<file path="src/rtl/ws2812_rx.sv">
// WS2812 single-wire NRZ receiver: measures high-pulse widths on the strip line,
// rebuilds 24-bit GRB words MSB-first, counts pixels and flags frame end on the latch gap.
module ws2812_rx #(
  parameter int SYNC_STAGES  = 2,
  parameter int MIN_HIGH     = 4,
  parameter int BIT_THRESH   = 20,
  parameter int MAX_HIGH     = 45,
  parameter int RESET_CYCLES = 2500,
  parameter int MAX_PIXELS   = 128
) (
  input  logic        sys_clk,
  input  logic        sys_rst_n,
  input  logic        din,
  output logic [23:0] pixel_data,
  output logic        pixel_valid,
  output logic [6:0]  pixel_index,
  output logic        frame_done,
  output logic [7:0]  frame_pixels,
  output logic        err,
  output logic        busy
);

  localparam logic [5:0]  MIN_HIGH_C   = 6'(MIN_HIGH);
  localparam logic [5:0]  MAX_HIGH_C   = 6'(MAX_HIGH);
  localparam logic [5:0]  BIT_THRESH_C = 6'(BIT_THRESH);
  localparam logic [11:0] RESET_C      = 12'(RESET_CYCLES);
  localparam logic [7:0]  MAX_PIX_C    = 8'(MAX_PIXELS);

  typedef enum logic [1:0] {ARM, READY, HIGH, LOW} state_t;

  state_t                 state, state_nxt;
  logic [SYNC_STAGES-1:0] sync_q;
  logic                   din_s, din_d, rise, fall;
  logic [5:0]             high_cnt;
  logic [11:0]            low_cnt;
  logic [4:0]             bit_cnt;
  logic [7:0]             pix_cnt;
  logic [23:0]            shift_q;
  logic                   ovf;
  logic                   bit_val, do_shift, do_err, do_frame, do_clr;

  function automatic logic [5:0] sat_inc6(input logic [5:0] v);
    return (v == 6'h3f) ? v : v + 6'd1;
  endfunction

  function automatic logic [11:0] sat_inc12(input logic [11:0] v);
    return (v == 12'hfff) ? v : v + 12'd1;
  endfunction

  assign din_s = sync_q[SYNC_STAGES-1];
  assign rise  = din_s & ~din_d;
  assign fall  = ~din_s & din_d;
  assign busy  = (state == HIGH) || (state == LOW);

  // Input synchronizer, edge history and pulse-width counters
  always_ff @(posedge sys_clk or negedge sys_rst_n) begin
    if (!sys_rst_n) begin
      sync_q   <= '0;
      din_d    <= 1'b0;
      high_cnt <= '0;
      low_cnt  <= '0;
    end else begin
      sync_q <= {sync_q[SYNC_STAGES-2:0], din};
      din_d  <= din_s;
      if (rise) begin
        high_cnt <= 6'd1;
        low_cnt  <= '0;
      end else if (din_s) begin
        high_cnt <= sat_inc6(high_cnt);
      end else begin
        low_cnt  <= sat_inc12(low_cnt);
      end
    end
  end

  always_ff @(posedge sys_clk or negedge sys_rst_n) begin
    if (!sys_rst_n) state <= ARM;
    else            state <= state_nxt;
  end

  always_comb begin
    state_nxt = state;
    do_shift  = 1'b0;
    do_err    = 1'b0;
    do_frame  = 1'b0;
    do_clr    = 1'b0;
    bit_val   = (high_cnt > BIT_THRESH_C);
    case (state)
      // Capture only begins after a full idle gap, so a mid-frame start is never decoded
      ARM: begin
        do_clr = 1'b1;
        if (low_cnt == RESET_C) state_nxt = rise ? HIGH : READY;
      end
      READY: begin
        if (rise) state_nxt = HIGH;
      end
      HIGH: begin
        if (fall) begin
          if ((high_cnt < MIN_HIGH_C) || (high_cnt > MAX_HIGH_C)) begin
            do_err    = 1'b1;
            state_nxt = ARM;
          end else begin
            do_shift  = 1'b1;
            state_nxt = LOW;
          end
        end else if (high_cnt == 6'h3f) begin
          do_err    = 1'b1;
          state_nxt = ARM;
        end
      end
      LOW: begin
        if (low_cnt == RESET_C) begin
          do_frame  = 1'b1;
          state_nxt = rise ? HIGH : READY;
        end else if (rise && !ovf) begin
          state_nxt = HIGH;
        end
      end
      default: state_nxt = ARM;
    endcase
  end

  // Bit assembly, pixel strobe and frame bookkeeping
  always_ff @(posedge sys_clk or negedge sys_rst_n) begin
    if (!sys_rst_n) begin
      shift_q      <= '0;
      bit_cnt      <= '0;
      pix_cnt      <= '0;
      ovf          <= 1'b0;
      pixel_data   <= '0;
      pixel_valid  <= 1'b0;
      pixel_index  <= '0;
      frame_done   <= 1'b0;
      frame_pixels <= '0;
      err          <= 1'b0;
    end else begin
      pixel_valid <= 1'b0;
      frame_done  <= 1'b0;
      err         <= do_err;
      if (do_clr) begin
        bit_cnt <= '0;
        pix_cnt <= '0;
        ovf     <= 1'b0;
      end
      if (do_shift) begin
        shift_q <= {shift_q[22:0], bit_val};
        if (bit_cnt == 5'd23) begin
          bit_cnt <= '0;
          if (pix_cnt < MAX_PIX_C) begin
            pixel_valid <= 1'b1;
            pixel_data  <= {shift_q[22:0], bit_val};
            pixel_index <= pix_cnt[6:0];
            pix_cnt     <= pix_cnt + 8'd1;
          end else begin
            // Frame too long: flag once, then ignore pulses until the latch gap
            err <= 1'b1;
            ovf <= 1'b1;
          end
        end else begin
          bit_cnt <= bit_cnt + 5'd1;
        end
      end
      if (do_frame) begin
        frame_done   <= 1'b1;
        frame_pixels <= pix_cnt;
        err          <= (bit_cnt != 5'd0);
        bit_cnt      <= '0;
        pix_cnt      <= '0;
        ovf          <= 1'b0;
      end
    end
  end

endmodule

</file>
<file path="config.mk">
export PLATFORM = sky130hd
export DESIGN_NAME = ws2812_rx
export DESIGN_NICKNAME = d
export VERILOG_FILES = /design/src/rtl/ws2812_rx.sv
export SDC_FILE = /design/constraint.sdc
export NUM_CORES = 1
export LEC_CHECK = 0
export BUFFER_PORTS_ARGS = -buffer_cell sky130_fd_sc_hd__buf_2
export CORE_ASPECT_RATIO = 1.75
export CORE_UTILIZATION = 35
export DETAILED_ROUTE_END_ITERATION = 8
export PLACE_DENSITY = 0.55
export RECOVER_POWER = 25
export REMOVE_ABC_BUFFERS = 1
export SLEW_MARGIN = 40
export SYNTH_ARGS = -nofsm -noshare
export SYNTH_HDL_FRONTEND = slang
export SYNTH_SLANG_ARGS = --single-unit
</file>
<file path="constraint.sdc">
create_clock -name sys_clk -period 2.15 [get_ports sys_clk]
set_input_delay 0.43 -clock sys_clk [delete_from_list [all_inputs] [get_ports sys_clk]]
set_output_delay 0.43 -clock sys_clk [all_outputs]
set_load 0.005 [all_outputs]
</file>
==> out/metrics.cfg <==
[routing]
route.vias.total = 2982
drtIter0Drc = 117
viasPerCell = 4.87
drt-pass1-iter-count = 4
ant_nets = 0
routed_wl_um = 8400
wl_per_cell_um = 13.7
drc = 0

[critical_path]
crit_fanout = 5
slowest_delay_ns = 0.52
reg2reg_depth = 7
worstReg2RegEnd = pix_cnt[5]$_DFF_PN0_
cp_top_family = simple AND/OR/NAND/NOR gates
reg2reg_slack_ns = 0.13
critPathBufInv = 1
crit_slowest_cell = or4_1
crit_required_ns = 2.37
arrival_ns = 2.25
worstSetupPathType = register to register
reg2reg_from = high_cnt[0]$_DFFE_PN0P_
end_kind = register
startpoint_type = register
cp_cell_sequence = inv_1, ha_1, nor2_1, nand4_1, nand4b_4, or4_1, mux2_1

[sta]
fin_crit_sh_pct = 94.1
hold_violations = 0
finalClockSkew_ns = 0.00758
finalCriticalPeriod_ns = 2.02
rsz0062_at_grt = false
fmaxAchievable_ghz = 0.494
worst_pin_slew_ns = 1.38
maxSlewViolCount = 0
setup_violations = 0
slew_headroom_pct = 8.18

[cells_and_area]
fin_util_pct = 42.6
syn2layout_area_growth_pct = 18.7
layout.cells.non_filler = 612
fill_cells = 1231
diodes = 0
nets = 451
mostFrequentLayoutCells = 102 x dfrtp_1, 54 x mux2_2, 49 x nand2_1, 44 x buf_2, 22 x nand3_1
final_common_cell = dfrtp_1
final_area_um2 = 5300
drive_above_1_share_pct = 31.3

[global_routing]
grt_pass1_wl_um = 14500
antenna_found_initial = 0
grt_overflow_total = 0
first_global_vias = 3085
grt_max_degree = 103
grt_usage_pct = 14.3

[synthesis]
post-synth-top-area-fraction_pct = 57.2
yosys_warnings = 0
yosys_register_bits = 102
synth_edf_count = 0
async_reset_ff_share_pct = 100
synth_compound_area_share_pct = 6.39
synthMuxAreaShare_pct = 14.6
yosys.area_share.simple_pct = 15.3
yosys.area.top_type = dfrtp_1
synth-main-ff-cell = dfrtp_1
synthCells = 382
ys_types = 46
syn_avg_cell_area_um2 = 11.7
ys_seq_area_share_pct = 57.2
synth_top_family_by_area = simple AND/OR/NAND/NOR gates
synth_xor_area_share_pct = 1.57
synth_fa_ha_area_share_pct = 2.52
yosys-top-cells-area = dfrtp_1 57%, mux2_2 14%, nand2_1 4.1%, nand3_1 2.6%, ha_1 2.5%
syn-cell-area_um2 = 4460

[worst_hold_path]
hold_start = din
holdPathEnd = sync_q[0]$_DFF_PN0_
hp-class = primary input to register
holdPathStages = 1

[power]
p_clk_share_pct = 41.8
p_sw_w = 0.000902
combPwrFrac_pct = 5.9
vdd_drop_max_mv = 0.383
power_frac_seq_pct = 52.3
p_leak_nw = 2.67
p_int_w = 0.00295
power_density_nw_per_um2 = 727
p_sw_share_pct = 23.4

[clocking]
cts_htree_levels = 3
hold_buffers = 0
cts.sinks = 102
clkSlewWorstSetupHoldPaths_ns = 0.07
cts_root_buf = clkbuf_16
clk_path_buf_depth = 2
ctsResizeCount = 0
cts_buffers = 9
cts_setup_buffers = 0
cts_tree = yes
clock_latency_ns = 0.34

[outcome]
status = complete, no violations

[floorplanning]
core_area_um2 = 12400
die_h_um = 151
initial_utilization_pct = 35.9
dieArea_um2 = 13200
rows = 54
io_pins = 46
die_x_um = 87.4

[placed_design]
hpwl_um = 5900
place_area_um2 = 5010
port_buffers = 45
place_congestion = 0.750
place_inst = 596

[job]
cap_violations = 0

[layer usage]
layer  track usage [%]  wire length [um]  up-vias
met5                 0                 0        -
met4              7.13               218        0
met3              3.00               224       12
met2              24.7              4570       31
met1              16.6              3380     1498
li1                  -                 -     1441
[kinds of logic after synthesis]
kind of cell | after synthesis
fa+ha+maj | 9
simple gates | 133
flops | 102
xor+xnor | 8
mux | 58
buf+inv | 28
compound gates | 44
[Yosys cell counts, types with 4 or more instances]
cell type / number
nand3_1: 23
nor2_1: 21
ha_1: 9
nand2b_1: 5
clkbuf_1: 9
mux2_2: 54
xor2_1: 6
dfrtp_1: 102
a21oi_1: 6
inv_1: 14
o31ai_1: 7
and2_1: 4
o211ai_1: 4
o21ai_0: 15
nand2_1: 49
nor3_1: 4
[flip-flops by register name, indices dropped and copies added, names as in the netlist, 2 cells and up]
register,cells
pixel_index,7
high_cnt,6
pixel_data,24
sync_q,2
pix_cnt,8
low_cnt,12
state,2
shift_q,23
bit_cnt,5
frame_pixels,8
[stage by stage]
step                setup slack, ns  hold WS [ns]  power (W)  setup TNS, ns
CTS                           0.115         0.173    0.00392              0
global placement              0.181         0.386    0.00228              0
global route                0.00276         0.179    0.00403              0
finish                        0.127         0.188    0.00385              0
floorplan                    -0.704         0.134    0.00217         -18.12
detailed placement            0.127         0.385    0.00229              0
[final cells by class]
class,instances,area (um^2),share of cell area [%]
Sequential cell,102,2550,48.2
Multi-Input combinational cell,252,1810,34.1
Timing Repair Buffer,60,378,7.13
Clock buffer,9,225,4.25
Tap cell,168,210,3.97
Clock inverter,7,72.6,1.37
Inverter,14,52.6,0.992
[power by group through the flow]
stage | registers (W) | logic [W] | clock network [W]
after floorplan | 0.00204 | 0.000132 | 0
after global placement | 0.00205 | 0.000230 | 0
after detailed placement | 0.00205 | 0.000236 | 0
after CTS | 0.00202 | 0.000236 | 0.00167
after global routing | 0.00202 | 0.000268 | 0.00174
final | 0.00201 | 0.000226 | 0.00161
[how the worst max path moves through the flow]
| stage | slack [ns] | from | endpoint | cells after the start |
|---|---|---|---|---|
| finish | 0.13 | high_cnt[0]$_DFFE_PN0P_ | pix_cnt[5]$_DFF_PN0_ | 7 |
| global route | 0.003 | bit_cnt[0]$_DFFE_PN0P_ | pix_cnt[6]$_DFF_PN0_ | 7 |
| CTS | 0.12 | high_cnt[0]$_DFFE_PN0P_ | pix_cnt[5]$_DFF_PN0_ | 7 |
| detailed placement | 0.13 | high_cnt[0]$_DFFE_PN0P_ | pix_cnt[5]$_DFF_PN0_ | 7 |
| global placement | 0.18 | low_cnt[3]$_DFFE_PN0P_ | pix_cnt[5]$_DFF_PN0_ | 5 |
| floorplan | -0.70 | sync_q[1]$_DFF_PN0_ | pix_cnt[2]$_DFF_PN0_ | 5 |
No activity file was read; power rests on OpenSTA's default activity.
